<file path="config.mk">
export PLATFORM = sky130hd
export DESIGN_NAME = systolic_feeder
export DESIGN_NICKNAME = d
export VERILOG_FILES = /design/src/rtl/systolic_pkg.sv /design/src/rtl/skew_line.sv /design/src/rtl/systolic_feeder.sv
export SDC_FILE = /design/constraint.sdc
export NUM_CORES = 1
export LEC_CHECK = 0
export ABC_AREA = 1
export CORE_AREA = 4 4 121 123
export DETAILED_ROUTE_END_ITERATION = 6
export DIE_AREA = 0 0 125 127
export MAX_ROUTING_LAYER = met4
export PLACE_DENSITY = 0.76
export SLEW_MARGIN = 20
export SYNTH_ARGS = -nofsm -noshare
export SYNTH_HDL_FRONTEND = slang
export SYNTH_SLANG_ARGS = --single-unit
export TNS_END_PERCENT = 20
</file>
<file path="constraint.sdc">
create_clock -name clk -period 1.2 [get_ports clk]
set_input_delay 0.18 -clock clk [delete_from_list [all_inputs] [get_ports clk]]
set_output_delay 0.18 -clock clk [all_outputs]
set_load 0.005 [all_outputs]
</file>
<file path="src/rtl/systolic_pkg.sv">
// Shared types and default sizing for the systolic-array feeder.
package systolic_pkg;

  localparam int unsigned DEF_ARRAY_SIZE = 8;
  localparam int unsigned DEF_DATA_WIDTH = 4;
  localparam int unsigned PERF_CNT_W     = 16;

  typedef enum logic [2:0] {
    IDLE,
    LOAD_W,
    STREAM,
    DRAIN,
    DONE
  } feeder_state_e;

  // Counter wide enough to hold the value n itself, not just n-1.
  function automatic int unsigned cnt_width(input int unsigned n);
    return $clog2(n) + 1;
  endfunction

endpackage

</file>
<file path="src/rtl/skew_line.sv">
// Resettable shift register delaying one lane by DEPTH cycles.
module skew_line #(
  parameter int unsigned DEPTH      = 1,
  parameter int unsigned DATA_WIDTH = 4
) (
  input  logic                  clk,
  input  logic                  rst_n,
  input  logic [DATA_WIDTH-1:0] data_i,
  output logic [DATA_WIDTH-1:0] data_o
);

  logic [DATA_WIDTH-1:0] stage_q [DEPTH];

  always_ff @(posedge clk or negedge rst_n) begin
    if (!rst_n) begin
      for (int i = 0; i < int'(DEPTH); i++) stage_q[i] <= '0;
    end else begin
      stage_q[0] <= data_i;
      for (int i = 1; i < int'(DEPTH); i++) stage_q[i] <= stage_q[i-1];
    end
  end

  assign data_o = stage_q[DEPTH-1];

endmodule

</file>
<file path="src/rtl/systolic_feeder.sv">
// Loads a weight tile then streams skewed activation vectors into a systolic array.
// Optional FEEDER_PERF_CNT_EN adds a busy-cycle counter output (cycle_count).
module systolic_feeder
  import systolic_pkg::*;
#(
  parameter int unsigned ARRAY_SIZE = DEF_ARRAY_SIZE,
  parameter int unsigned DATA_WIDTH = DEF_DATA_WIDTH
) (
  input  logic                             clk,
  input  logic                             reset,
  input  logic                             start,
  input  logic                             w_valid,
  output logic                             w_ready,
  input  logic [ARRAY_SIZE*DATA_WIDTH-1:0] w_data,
  input  logic                             a_valid,
  output logic                             a_ready,
  input  logic [ARRAY_SIZE*DATA_WIDTH-1:0] a_data,
  input  logic                             a_last,
  output logic                             load,
  output logic [ARRAY_SIZE*DATA_WIDTH-1:0] weights,
  output logic [ARRAY_SIZE*DATA_WIDTH-1:0] activations,
  output logic                             busy,
  output logic                             done
`ifdef FEEDER_PERF_CNT_EN
  ,
  output logic [PERF_CNT_W-1:0]            cycle_count
`endif
);

  localparam int unsigned BUS_W = ARRAY_SIZE * DATA_WIDTH;
  localparam int unsigned ROW_W = cnt_width(ARRAY_SIZE);

  feeder_state_e    state_q, state_d;
  logic [ROW_W-1:0] row_cnt_q, row_cnt_d;
  logic [ROW_W-1:0] drain_cnt_q, drain_cnt_d;
  logic             load_q, w_ready_q, a_ready_q, busy_q, done_q;
  logic [BUS_W-1:0] weights_q;
  logic [BUS_W-1:0] inject_vec;
  logic             w_fire, a_fire;

  assign w_fire = w_valid && (state_q == LOAD_W);
  assign a_fire = a_valid && (state_q == STREAM);

  // Next-state and counter logic.
  always_comb begin
    state_d     = state_q;
    row_cnt_d   = row_cnt_q;
    drain_cnt_d = drain_cnt_q;
    unique case (state_q)
      IDLE: begin
        if (start) begin
          state_d   = LOAD_W;
          row_cnt_d = '0;
        end
      end
      LOAD_W: begin
        if (w_fire) begin
          row_cnt_d = row_cnt_q + ROW_W'(1);
          if (row_cnt_d == ROW_W'(ARRAY_SIZE)) state_d = STREAM;
        end
      end
      STREAM: begin
        if (a_fire && a_last) begin
          state_d     = DRAIN;
          drain_cnt_d = '0;
        end
      end
      DRAIN: begin
        drain_cnt_d = drain_cnt_q + ROW_W'(1);
        if (drain_cnt_d == ROW_W'(ARRAY_SIZE)) state_d = DONE;
      end
      DONE:    state_d = IDLE;
      default: state_d = IDLE;
    endcase
  end

  // State, counters and registered handshake/status outputs.
  always_ff @(posedge clk or negedge reset) begin
    if (!reset) begin
      state_q     <= IDLE;
      row_cnt_q   <= '0;
      drain_cnt_q <= '0;
      load_q      <= 1'b0;
      weights_q   <= '0;
      w_ready_q   <= 1'b0;
      a_ready_q   <= 1'b0;
      busy_q      <= 1'b0;
      done_q      <= 1'b0;
    end else begin
      state_q     <= state_d;
      row_cnt_q   <= row_cnt_d;
      drain_cnt_q <= drain_cnt_d;
      load_q      <= w_fire;
      weights_q   <= w_fire ? w_data : '0;
      w_ready_q   <= (state_d == LOAD_W);
      a_ready_q   <= (state_d == STREAM);
      busy_q      <= (state_d != IDLE);
      done_q      <= (state_d == DONE);
    end
  end

  assign load    = load_q;
  assign weights = weights_q;
  assign w_ready = w_ready_q;
  assign a_ready = a_ready_q;
  assign busy    = busy_q;
  assign done    = done_q;

  // Non-accepted cycles push a zero bubble through every lane.
  assign inject_vec = a_fire ? a_data : '0;

  for (genvar i = 0; i < int'(ARRAY_SIZE); i++) begin : g_lane
    skew_line #(
      .DEPTH      (i + 1),
      .DATA_WIDTH (DATA_WIDTH)
    ) u_skew (
      .clk    (clk),
      .rst_n  (reset),
      .data_i (inject_vec[i*DATA_WIDTH +: DATA_WIDTH]),
      .data_o (activations[i*DATA_WIDTH +: DATA_WIDTH])
    );
  end

`ifdef FEEDER_PERF_CNT_EN
  logic [PERF_CNT_W-1:0] perf_cnt_q;

  // Busy-cycle count of the current/last job, held once the block is idle.
  always_ff @(posedge clk or negedge reset) begin
    if (!reset) begin
      perf_cnt_q <= '0;
    end else if (state_q == IDLE && start) begin
      perf_cnt_q <= '0;
    end else if (state_q != IDLE && perf_cnt_q != '1) begin
      perf_cnt_q <= perf_cnt_q + PERF_CNT_W'(1);
    end
  end

  assign cycle_count = perf_cnt_q;
`endif

endmodule

</file>
==> results.sh, run 1 <==
export IMPL_ys_warn_count=0
export IMPL_post_route_util=0.591
export IMPL_num_antenna_cells=0
export IMPL_cts_htree_levels=4
export IMPL_grt_pass1_vias=3409
export IMPL_layout_drive_gt1_share=0.296
export IMPL_worstPathArrival_ns=1.60
export IMPL_clockBufferDepth=2
export IMPL_netlist_cell_type_count=18
export IMPL_grtUsageTotal=0.138
export IMPL_power_density_mw_per_mm2=1910
export IMPL_antenna_left=0
export IMPL_synthFlopType="dfrtp_1"
export IMPL_slew_viol_final=0
export IMPL_maxCapViolCount=0
export IMPL_area_growth_syn_to_layout_pct=36.5
export IMPL_cts_sinks=192
export IMPL_start_kind="flop"
export IMPL_crit_fanout=4
export IMPL_cts_tree="done"
export IMPL_fin_ws_ns=-0.0982
export IMPL_io_buffers=138
export IMPL_multi_input_area_um2=713
export IMPL_fin_skew_ns=0.00832
export IMPL_maxSlewHeadroom=0.782
export IMPL_path_clk_slew_ns=0.07
export IMPL_violations="setup timing"
export IMPL_syn_inst=432
export IMPL_timing_final_crit_share=1.08
export IMPL_start_util=0.433
export IMPL_synth_most_common_cell="dfrtp_1"
export IMPL_finalCriticalPeriod_ns=1.30
export IMPL_grt_max_degree=39
export IMPL_overflow=0
export IMPL_power_w=0.0154
export IMPL_seq_area_mm2=0.00481
export IMPL_numCtsBuffers=17
export IMPL_r2r_cells=7
export IMPL_die_area_mm2=0.0159
export IMPL_fp_row_count=43
export IMPL_synth_area_mm2=0.00592
export IMPL_required_ns=1.50
export IMPL_antenna_found_initial=0
export IMPL_yosys_top_cells_area="dfrtp_1, inv_1, nor2_1"
export IMPL_design_core_area_mm2=0.0137
export IMPL_dr_pass1_iters=4
export IMPL_synth_edf_count=0
export IMPL_place_congestion=0.742
export IMPL_synthTopCellsByCount="dfrtp_1, inv_1, nor2_1"
export IMPL_wl_per_cell_um=13.6
export IMPL_holdCritPathClass="input pin to asynchronous set/reset pin"
export IMPL_syn_num_nets=504
export IMPL_worstSetupPathType="flop to flop"
export IMPL_tightestPinTransition_ns=0.326
export IMPL_clock_latency_ns=0.42
export IMPL_nets=657
export IMPL_fp_dieH_um=127
export IMPL_drtIter0Drc=181
export IMPL_drc=0
export IMPL_cts_root_buf="clkbuf_16"
export IMPL_leakage_nw=4.43
export IMPL_yosysSeqAreaShare=0.812
export IMPL_dp_hpwl_um=6970
export IMPL_async_flop_share=1.00
export IMPL_routed_via_density=4.33
export IMPL_status="complete, but fails checks"
export IMPL_ir_drop_mv=1.05
export IMPL_hold_violations=0
export IMPL_yosysTopAreaCell="dfrtp_1"
export IMPL_timing_fmax_mhz=770
export IMPL_rsz0062_at_grt="yes"
export IMPL_setup_viol=13
export IMPL_syn_area_per_cell_um2=13.7
export IMPL_num_io_pins=139
export IMPL_grt_pass1_wl_um=16700
export IMPL_nFillCells=1098
export IMPL_via_count=3368
export IMPL_ys_ff_latch=192
export IMPL_end_kind="flop"
export IMPL_synth_top_area_share=0.812
export IMPL_routed_wl_um=10600
export IMPL_die_w_um=125
-- path summary, 6_finish.rpt --
check	from	end	slack [ns]
setup / recovery	row_cnt_q[1]	busy	-0.1
setup reg to reg	row_cnt_q[1]	busy	-0.1
max in group asynchronous	reset	state_q[2]	0.45
hold / removal	reset	g_lane[7].u_skew.stage_q[5]	0.24
min in group clk	a_data[15]	g_lane[3].u_skew.stage_q[15]	0.27
hold reg to reg	g_lane[7].u_skew.stage_q[12]	g_lane[7].u_skew.stage_q[8]	0.35
-- per-stage QoR --
| stage | setup slack, ns | cell area (um^2) | hold slack [ns] | instances | TNS [ns] |
|---|---|---|---|---|---|
| after floorplan | 0.00573 | 5920 | -0.116 | 432 | 0 |
| after global placement | -0.0906 | 7490 | 0.124 | 735 | -2.88 |
| after detailed placement | -0.205 | 7490 | 0.122 | 735 | -5.20 |
| after CTS | -0.0477 | 8060 | 0.234 | 771 | -0.751 |
| after global routing | -0.148 | 8080 | 0.260 | 778 | -4.02 |
| final | -0.0982 | 8080 | 0.243 | 778 | -0.411 |
-- area by class of cell --
| type | count | share of cell area |
|---|---|---|
| sequential | 192 | 0.595 |
| clock buffer | 17 | 0.0527 |
| clock inverter | 15 | 0.0200 |
| tap | 180 | 0.0279 |
| multi-input combinational | 125 | 0.0883 |
| timing repair buffer | 169 | 0.179 |
| inverter | 80 | 0.0372 |
-- placed cells by master (no fill, tap or decap) --
cell / n
a21oi_2: 1
clkinvlp_4: 1
clkbuf_16: 18
buf_4: 20
nand4_1: 4
inv_1: 75
bufinv_16: 1
o31ai_1: 1
buf_2: 22
inv_8: 4
clkinv_4: 3
nor3_2: 1
nand2_2: 10
buf_12: 6
nor2_2: 23
buf_6: 3
inv_2: 5
dlygate4sd3_1: 1
inv_6: 6
clkbuf_8: 1
a21oi_1: 2
clkdlybuf4s15_1: 13
o21ai_0: 3
dfrtp_2: 3
nor2_4: 7
ha_2: 2
dfrtp_1: 189
nand3_2: 4
clkbuf_2: 34
nor2_1: 42
nand3_1: 7
nand3_4: 1
nand2_4: 1
clkdlybuf4s50_1: 68
nand2_1: 16
-- cell families (layout without fill, tap and decap cells) --
logic type	count (synthesis)	after routing	share of synthesized area
AO/OA/AOI/OAI	7	7	0.00634
flip-flops	192	192	0.812
buffers and inverters	115	281	0.0953
adder cells (fa/ha/maj)	2	2	0.00423
AND/OR/NAND/NOR	116	116	0.0822
-- power breakdown --
group,total (W),leakage [nW],switching [W],internal [W]
sequential,0.00726,2.63,0.000275,0.00699
combinational,0.00264,1.51,0.00139,0.00125
clock,0.00550,0.288,0.00254,0.00297
-- registers in the layout, summed over array words and instances, names as in the netlist --
register / cells
g_lane.u_skew.stage_q: 112
weights: 32
busy: 1
done: 1
g_lane.u_skew.data_o: 32
load: 1
state_q: 3
drain_cnt_q: 4
w_ready: 1
a_ready: 1
row_cnt_q: 4
-- worst max-delay path: stages, from the launching register on --
cell     delay (ns)
dfrtp_1        0.43
ha_2           0.22
nand2_2        0.09
nor2_4         0.05
nand2_2        0.10
nand2_2        0.07
nor2_4         0.14
nand3_2        0.08
-- per-layer routing --
| layer | up-vias | share of wire | track usage |
|---|---|---|---|
| met5 | - | 0 | - |
| met1 | 1706 | 0.39 | 0.157 |
| li1 | 1553 | - | - |
| met4 | 0 | 0.0066 | 0.0523 |
| met2 | 101 | 0.56 | 0.233 |
| met3 | 8 | 0.045 | 0.0401 |
-- timing repair --
item | CTS | global route
hold buffers | 1 | 0
endpoints found under the hold margin | 173 | 0
resized for setup | 197 | 80
gates cloned | 0 | 2
endpoints found under the setup margin | 114 | 115
pin swaps | 9 | 10
buffers inserted | 3 | 5
(Power assumes the default switching activity.)
==> run 2: changes to the inputs <==
SKIP_LAST_GASP = 1   (was not set)
==> results.sh, run 2 (same netlist as run 1, synthesis figures left out) <==
export IMPL_status="complete, but fails checks"
export IMPL_violations="setup timing"
export IMPL_cp_startpoint="state_q[2]"
export IMPL_slew_viol_final=0
export IMPL_finalCriticalPeriod_ns=1.27
export IMPL_layout_drive_gt1_share=0.221
export IMPL_cp_depth=7
export IMPL_r2r_cells=7
export IMPL_grt_pass1_wl_um=16600
export IMPL_crit_fanout=5
export IMPL_swShare=0.269
export IMPL_nFillCells=1082
export IMPL_rrSetupSlack_ns=-0.07
export IMPL_drtIter0Drc=214
export IMPL_nets=656
export IMPL_leakage_nw=4.60
export IMPL_p_int_w=0.0112
export IMPL_num_io_pins=139
export IMPL_power_w=0.0153
export IMPL_path_cells="nor2_4, nand3_4, nor2_4, nand2_2, nand2_2, nor2_4, nor2_1"
export IMPL_combPwrFrac=0.166
export IMPL_worstPathArrival_ns=1.62
export IMPL_grtUsageTotal=0.137
export IMPL_setup_viol=98
export IMPL_die_area_mm2=0.0159
export IMPL_critPathMaxStageDelay_ns=0.46
export IMPL_clock_latency_ns=0.42
export IMPL_cts_root_buf="clkbuf_16"
export IMPL_area_growth_syn_to_layout_pct=39.5
export IMPL_timing_final_crit_share=1.06
export IMPL_start_kind="flop"
export IMPL_crit_slowest_cell="dfrtp_2"
export IMPL_required_ns=1.55
export IMPL_cts_sinks=192
export IMPL_place_congestion=0.742
export IMPL_crit_family="simple AND/OR/NAND/NOR gates"
export IMPL_hold_violations=0
export IMPL_antenna_found_initial=0
export IMPL_highest_layer="met4"
export IMPL_design_core_area_mm2=0.0137
export IMPL_wl_per_cell_um=13.8
export IMPL_worstSetupPathType="flop to flop"
export IMPL_layout_common_cells="dfrtp_1, inv_1, clkdlybuf4s50_1"
export IMPL_timing_fmax_mhz=789
export IMPL_m1WireLength_um=4080
export IMPL_fp_row_count=43
export IMPL_tightestPinTransition_ns=0.328
export IMPL_end_kind="flop"
export IMPL_regMostFlops="g_lane.u_skew.stage_q"
export IMPL_largest_reg_flops=112
export IMPL_worst_path_buf_inv=0
export IMPL_io_buffers=138
export IMPL_cts_htree_levels=4
export IMPL_dp_hpwl_um=6970
export IMPL_routed_wl_um=10700
export IMPL_dr_pass1_iters=4
export IMPL_routed_wl_met3_um=470
export IMPL_final_cells=777
export IMPL_dp_cells=735
export IMPL_path_clk_slew_ns=0.07
export IMPL_antenna_left=0
export IMPL_power_density_mw_per_mm2=1850
export IMPL_power_share_clock=0.359
export IMPL_cts_tree="done"
export IMPL_fp_dieH_um=127
export IMPL_numCtsBuffers=17
export IMPL_fin_ws_ns=-0.0670
export IMPL_crit_end="a_ready"
export IMPL_num_antenna_cells=0
export IMPL_die_w_um=125
export IMPL_crit_path_frequent_cell="nor2_4"
export IMPL_finalSetupTns_ns=-1.97
export IMPL_maxCapViolCount=0
export IMPL_maxSlewHeadroom=0.782
export IMPL_start_util=0.433
export IMPL_rsz0062_at_grt="yes"
export IMPL_overflow=0
export IMPL_power_share_sequential=0.475
export IMPL_r2r_end="a_ready"
export IMPL_via_count=3330
export IMPL_holdCritPathClass="input pin to asynchronous set/reset pin"
export IMPL_fin_skew_ns=0.00625
export IMPL_grt_max_degree=39
export IMPL_routed_via_density=4.29
export IMPL_p_sw_w=0.00412
export IMPL_layout_commonest_cell="dfrtp_1"
export IMPL_route_met2_wl_um=5950
export IMPL_r2r_start="state_q[2]"
export IMPL_grt_pass1_vias=3417
export IMPL_drc=0
export IMPL_ir_drop_mv=1.05
export IMPL_clockBufferDepth=2
==> run 2: changes by cell type in the layout (fill, tap and decap cells not counted), moves of 2 or more <==
| cell | previous run | this run |
|---|---|---|
| buf_2 | 22 | 20 |
| nor2_2 | 23 | 10 |
| buf_8 | 0 | 2 |
| clkbuf_16 | 18 | 20 |
| buf_4 | 20 | 16 |
| dlygate4sd2_1 | 0 | 46 |
| clkbuf_2 | 34 | 0 |
| nor2_4 | 7 | 12 |
| nor2_1 | 42 | 50 |
| clkdlybuf4s15_1 | 13 | 2 |
==> run 2: worst min path at each step <==
stage,cells past startpoint,endpoint
5_1_grt,2,g_lane[7].u_skew.stage_q[5]
2_1_floorplan,0,a_ready
3_3_place_gp,1,g_lane[7].u_skew.data_o[1]
3_5_place_dp,1,g_lane[7].u_skew.data_o[1]
4_1_cts,2,g_lane[7].u_skew.stage_q[8]
6_report,2,g_lane[7].u_skew.stage_q[5]
==> run 2: routing by layer <==
layer,track usage,vias to the layer above
li1,-,1549
met1,0.155,1665
met2,0.231,94
met3,0.0410,22
met4,0.0555,0
met5,-,-
==> run 2: metrics by stage <==
step / setup slack, ns / hold slack, ns / utilization / cell area, um^2
finish: -0.0670 / 0.240 / 0.604 / 8250
floorplan: 0.00573 / -0.116 / - / 5920
global route: -0.130 / 0.260 / 0.604 / 8250
global placement: -0.0906 / 0.124 / 0.548 / 7490
detailed placement: -0.205 / 0.122 / 0.548 / 7490
CTS: -0.0524 / 0.234 / 0.585 / 8000
==> run 2: power by group through the flow <==
| stage | clock, W | sequential, W | combinational (W) |
|---|---|---|---|
| after global placement | 0 | 0.00732 | 0.00214 |
| final | 0.00550 | 0.00727 | 0.00253 |
| after floorplan | 0 | 0.00735 | 0.000890 |
| after detailed placement | 0 | 0.00735 | 0.00228 |
| after global routing | 0.00593 | 0.00732 | 0.00276 |
| after CTS | 0.00564 | 0.00725 | 0.00217 |
==> run 2: what timing repair did <==
item,in CTS,in global routing
pin swaps,9,9
endpoints found under the setup margin,114,128
cloned,0,4
gates resized for setup,147,48
hold buffers,1,0
buffers inserted,3,2
endpoints found under the hold margin,173,0
==> run 2: cell type report <==
class | count | area, um^2 | share of cell area
Timing Repair Buffer | 168 | 1610 | 0.195
Multi-Input combinational cell | 125 | 726 | 0.0879
Clock inverter | 15 | 161 | 0.0196
Tap cell | 180 | 225 | 0.0273
Sequential cell | 192 | 4810 | 0.583
Clock buffer | 17 | 425 | 0.0515
Inverter | 80 | 300 | 0.0364
==> run 3: changes to the inputs <==
CORE_AREA = 2 2 120 122   (was 4 4 121 123)
DIE_AREA = 0 0 122 124   (was 0 0 125 127)
PLACE_DENSITY = 0.75   (was 0.76)
SYNTH_HIERARCHICAL = 1   (was not set)
==> results.sh, run 3 <==
export IMPL_status="complete, but fails checks"
export IMPL_violations="setup timing"
export IMPL_dr_pass1_iters=4
export IMPL_holdWs_ns=0.192
export IMPL_rsz0062_at_grt="yes"
export IMPL_post_route_util=0.594
export IMPL_slew_viol_final=0
export IMPL_maxSlewHeadroom=0.823
export IMPL_layout_common_cells="dfrtp_1, inv_1, clkdlybuf4s50_1"
export IMPL_syn_area_per_cell_um2=13.8
export IMPL_wl_per_cell_um=14.0
export IMPL_grt_pass1_vias=3418
export IMPL_synth_most_common_cell="dfrtp_1"
export IMPL_regMostFlops="g_lane.u_skew/stage_q"
export IMPL_layout_drive_gt1_share=0.212
export IMPL_yosysSeqAreaShare=0.807
export IMPL_required_ns=1.51
export IMPL_r2r_start="state_q[2]"
export IMPL_worst_path_buf_inv=4
export IMPL_critPathMaxStageDelay_ns=0.40
export IMPL_ys_ff_latch=192
export IMPL_pre_cts_slack_ns=-0.149
export IMPL_via_count=3323
export IMPL_grtUsageTotal=0.162
export IMPL_synth_top_area_share=0.807
export IMPL_power_density_mw_per_mm2=2000
export IMPL_io_buffers=138
export IMPL_dp_hpwl_um=7290
export IMPL_ir_drop_mv=1.07
export IMPL_grt_max_degree=49
export IMPL_numCtsBuffers=17
export IMPL_final_cells=780
export IMPL_r2r_end="drain_cnt_q[1]"
export IMPL_clockBufferDepth=2
export IMPL_start_util=0.434
export IMPL_syn_inst=431
export IMPL_grt_util_met2=0.271
export IMPL_r2r_cells=8
export IMPL_clock_latency_ns=0.43
export IMPL_crit_fanout=6
export IMPL_fin_ws_ns=-0.129
export IMPL_nets=660
export IMPL_dp_cells=736
export IMPL_layout_commonest_cell="dfrtp_1"
export IMPL_leakage_nw=4.55
export IMPL_holdCritPathClass="input pin to asynchronous set/reset pin"
export IMPL_area_growth_syn_to_layout_pct=36.9
export IMPL_drc=0
export IMPL_async_flop_share=1.00
export IMPL_path_clk_slew_ns=0.07
export IMPL_rrSetupSlack_ns=-0.13
export IMPL_fp_dieH_um=124
export IMPL_path_cells="inv_2, nand2_2, buf_6, nor2_4, inv_2, nand2_2, inv_1, a22o_1"
export IMPL_yosysTopAreaCell="dfrtp_1"
export IMPL_num_antenna_cells=0
export IMPL_use_met1=0.180
export IMPL_overflow=0
export IMPL_synth_area_mm2=0.00595
export IMPL_cts_sinks=192
export IMPL_hold_violations=0
export IMPL_busiest_layer="met2"
export IMPL_tightestPinTransition_ns=0.265
export IMPL_grt_use_met3=0.0385
export IMPL_design_core_area_mm2=0.0137
export IMPL_drtIter0Drc=195
export IMPL_cts_root_buf="clkbuf_16"
export IMPL_maxCapViolCount=0
export IMPL_die_area_mm2=0.0151
export IMPL_routed_wl_um=11000
export IMPL_antenna_found_initial=0
export IMPL_start_kind="flop"
export IMPL_cts_htree_levels=4
export IMPL_timing_fmax_mhz=752
export IMPL_fin_skew_ns=0.00707
export IMPL_place_congestion=0.882
export IMPL_num_io_pins=139
export IMPL_setup_viol=117
export IMPL_worstSetupPathType="flop to flop"
export IMPL_routed_via_density=4.26
export IMPL_crit_family="flip-flops"
export IMPL_synth_edf_count=0
export IMPL_largest_reg_flops=112
export IMPL_crit_slowest_cell="dfrtp_1"
export IMPL_grt_pass1_wl_um=17300
export IMPL_power_w=0.0163
export IMPL_antenna_left=0
export IMPL_finalCriticalPeriod_ns=1.33
export IMPL_netlist_cell_type_count=22
export IMPL_die_w_um=122
export IMPL_synthTopCellsByCount="dfrtp_1, inv_1, nor2_1"
export IMPL_ys_warn_count=6
export IMPL_synthFlopType="dfrtp_1"
export IMPL_cts_tree="done"
export IMPL_syn_num_nets=503
export IMPL_fp_row_count=43
export IMPL_yosys_top_cells_area="dfrtp_1, inv_1, nor2_1"
export IMPL_end_kind="flop"
export IMPL_worstPathArrival_ns=1.64
export IMPL_timing_final_crit_share=1.11
## run 3: cell count changes in the layout (fill, tap and decap cells not counted), moves of 2 or more
| cell | before | now |
|---|---|---|
| buf_6 | 2 | 7 |
| dlygate4sd2_1 | 46 | 41 |
| inv_6 | 6 | 3 |
| nor2_1 | 50 | 64 |
| clkbuf_16 | 20 | 18 |
| nand2_2 | 9 | 6 |
| buf_2 | 20 | 26 |
| clkinv_8 | 0 | 2 |
| clkinv_4 | 3 | 1 |
| buf_4 | 16 | 19 |
| nor2_2 | 10 | 4 |
| nor2_4 | 12 | 7 |
## run 3: cell families after synthesis
family,Yosys count,share of synthesized area
DFF,192,0.807
and+or+nand+nor,115,0.0858
buffers and inverters,114,0.0944
AOI/OAI and AO/OA,8,0.00820
adders and majority gates,2,0.00420
## run 3: through the flow
step                TNS [ns]  instance area [um^2]
global route          -12.15                  8150
finish                 -5.49                  8150
CTS                    -4.06                  7990
detailed placement     -6.22                  7510
global placement       -2.81                  7510
floorplan                  0                  5950
## run 3: area by class of cell
type                       instances  area (um^2)
clock buffer                      17          425
timing repair buffer             172         1580
clock inverter                    14          144
tap                              180          225
multi-input combinational        125          667
fill                            1090         5570
inverter                          80          303
sequential                       192         4810
## run 3: worst max-delay path by stage
stage	start	end	cells after the start
after CTS	row_cnt_q[1]	a_ready	9
after detailed placement	w_valid	weights[27]	6
final	state_q[2]	drain_cnt_q[1]	8
after global placement	w_valid	weights[8]	6
after global routing	state_q[2]	a_ready	9
after floorplan	row_cnt_q[0]	busy	7
## run 3: timing repair
item | CTS | global route
buffers inserted | 6 | 5
pin swaps | 8 | 8
gates resized for setup | 163 | 24
endpoints found under the setup margin | 144 | 120
hold buffers | 1 | 0
cloned | 0 | 1
hold endpoints to repair | 192 | 0
## run 3: power by group
part           total [W]  switching (W)  internal (W)
Sequential       0.00792       0.000415       0.00751
Combinational    0.00304        0.00156       0.00149
Clock            0.00532        0.00256       0.00276
Total             0.0163        0.00453        0.0118
## run 3: layer usage
metal | share of wire | wire, um
met1 | 0.39 | 4280
met4 | 0.028 | 302
met3 | 0.038 | 414
met5 | 0 | 0
met2 | 0.54 | 5960
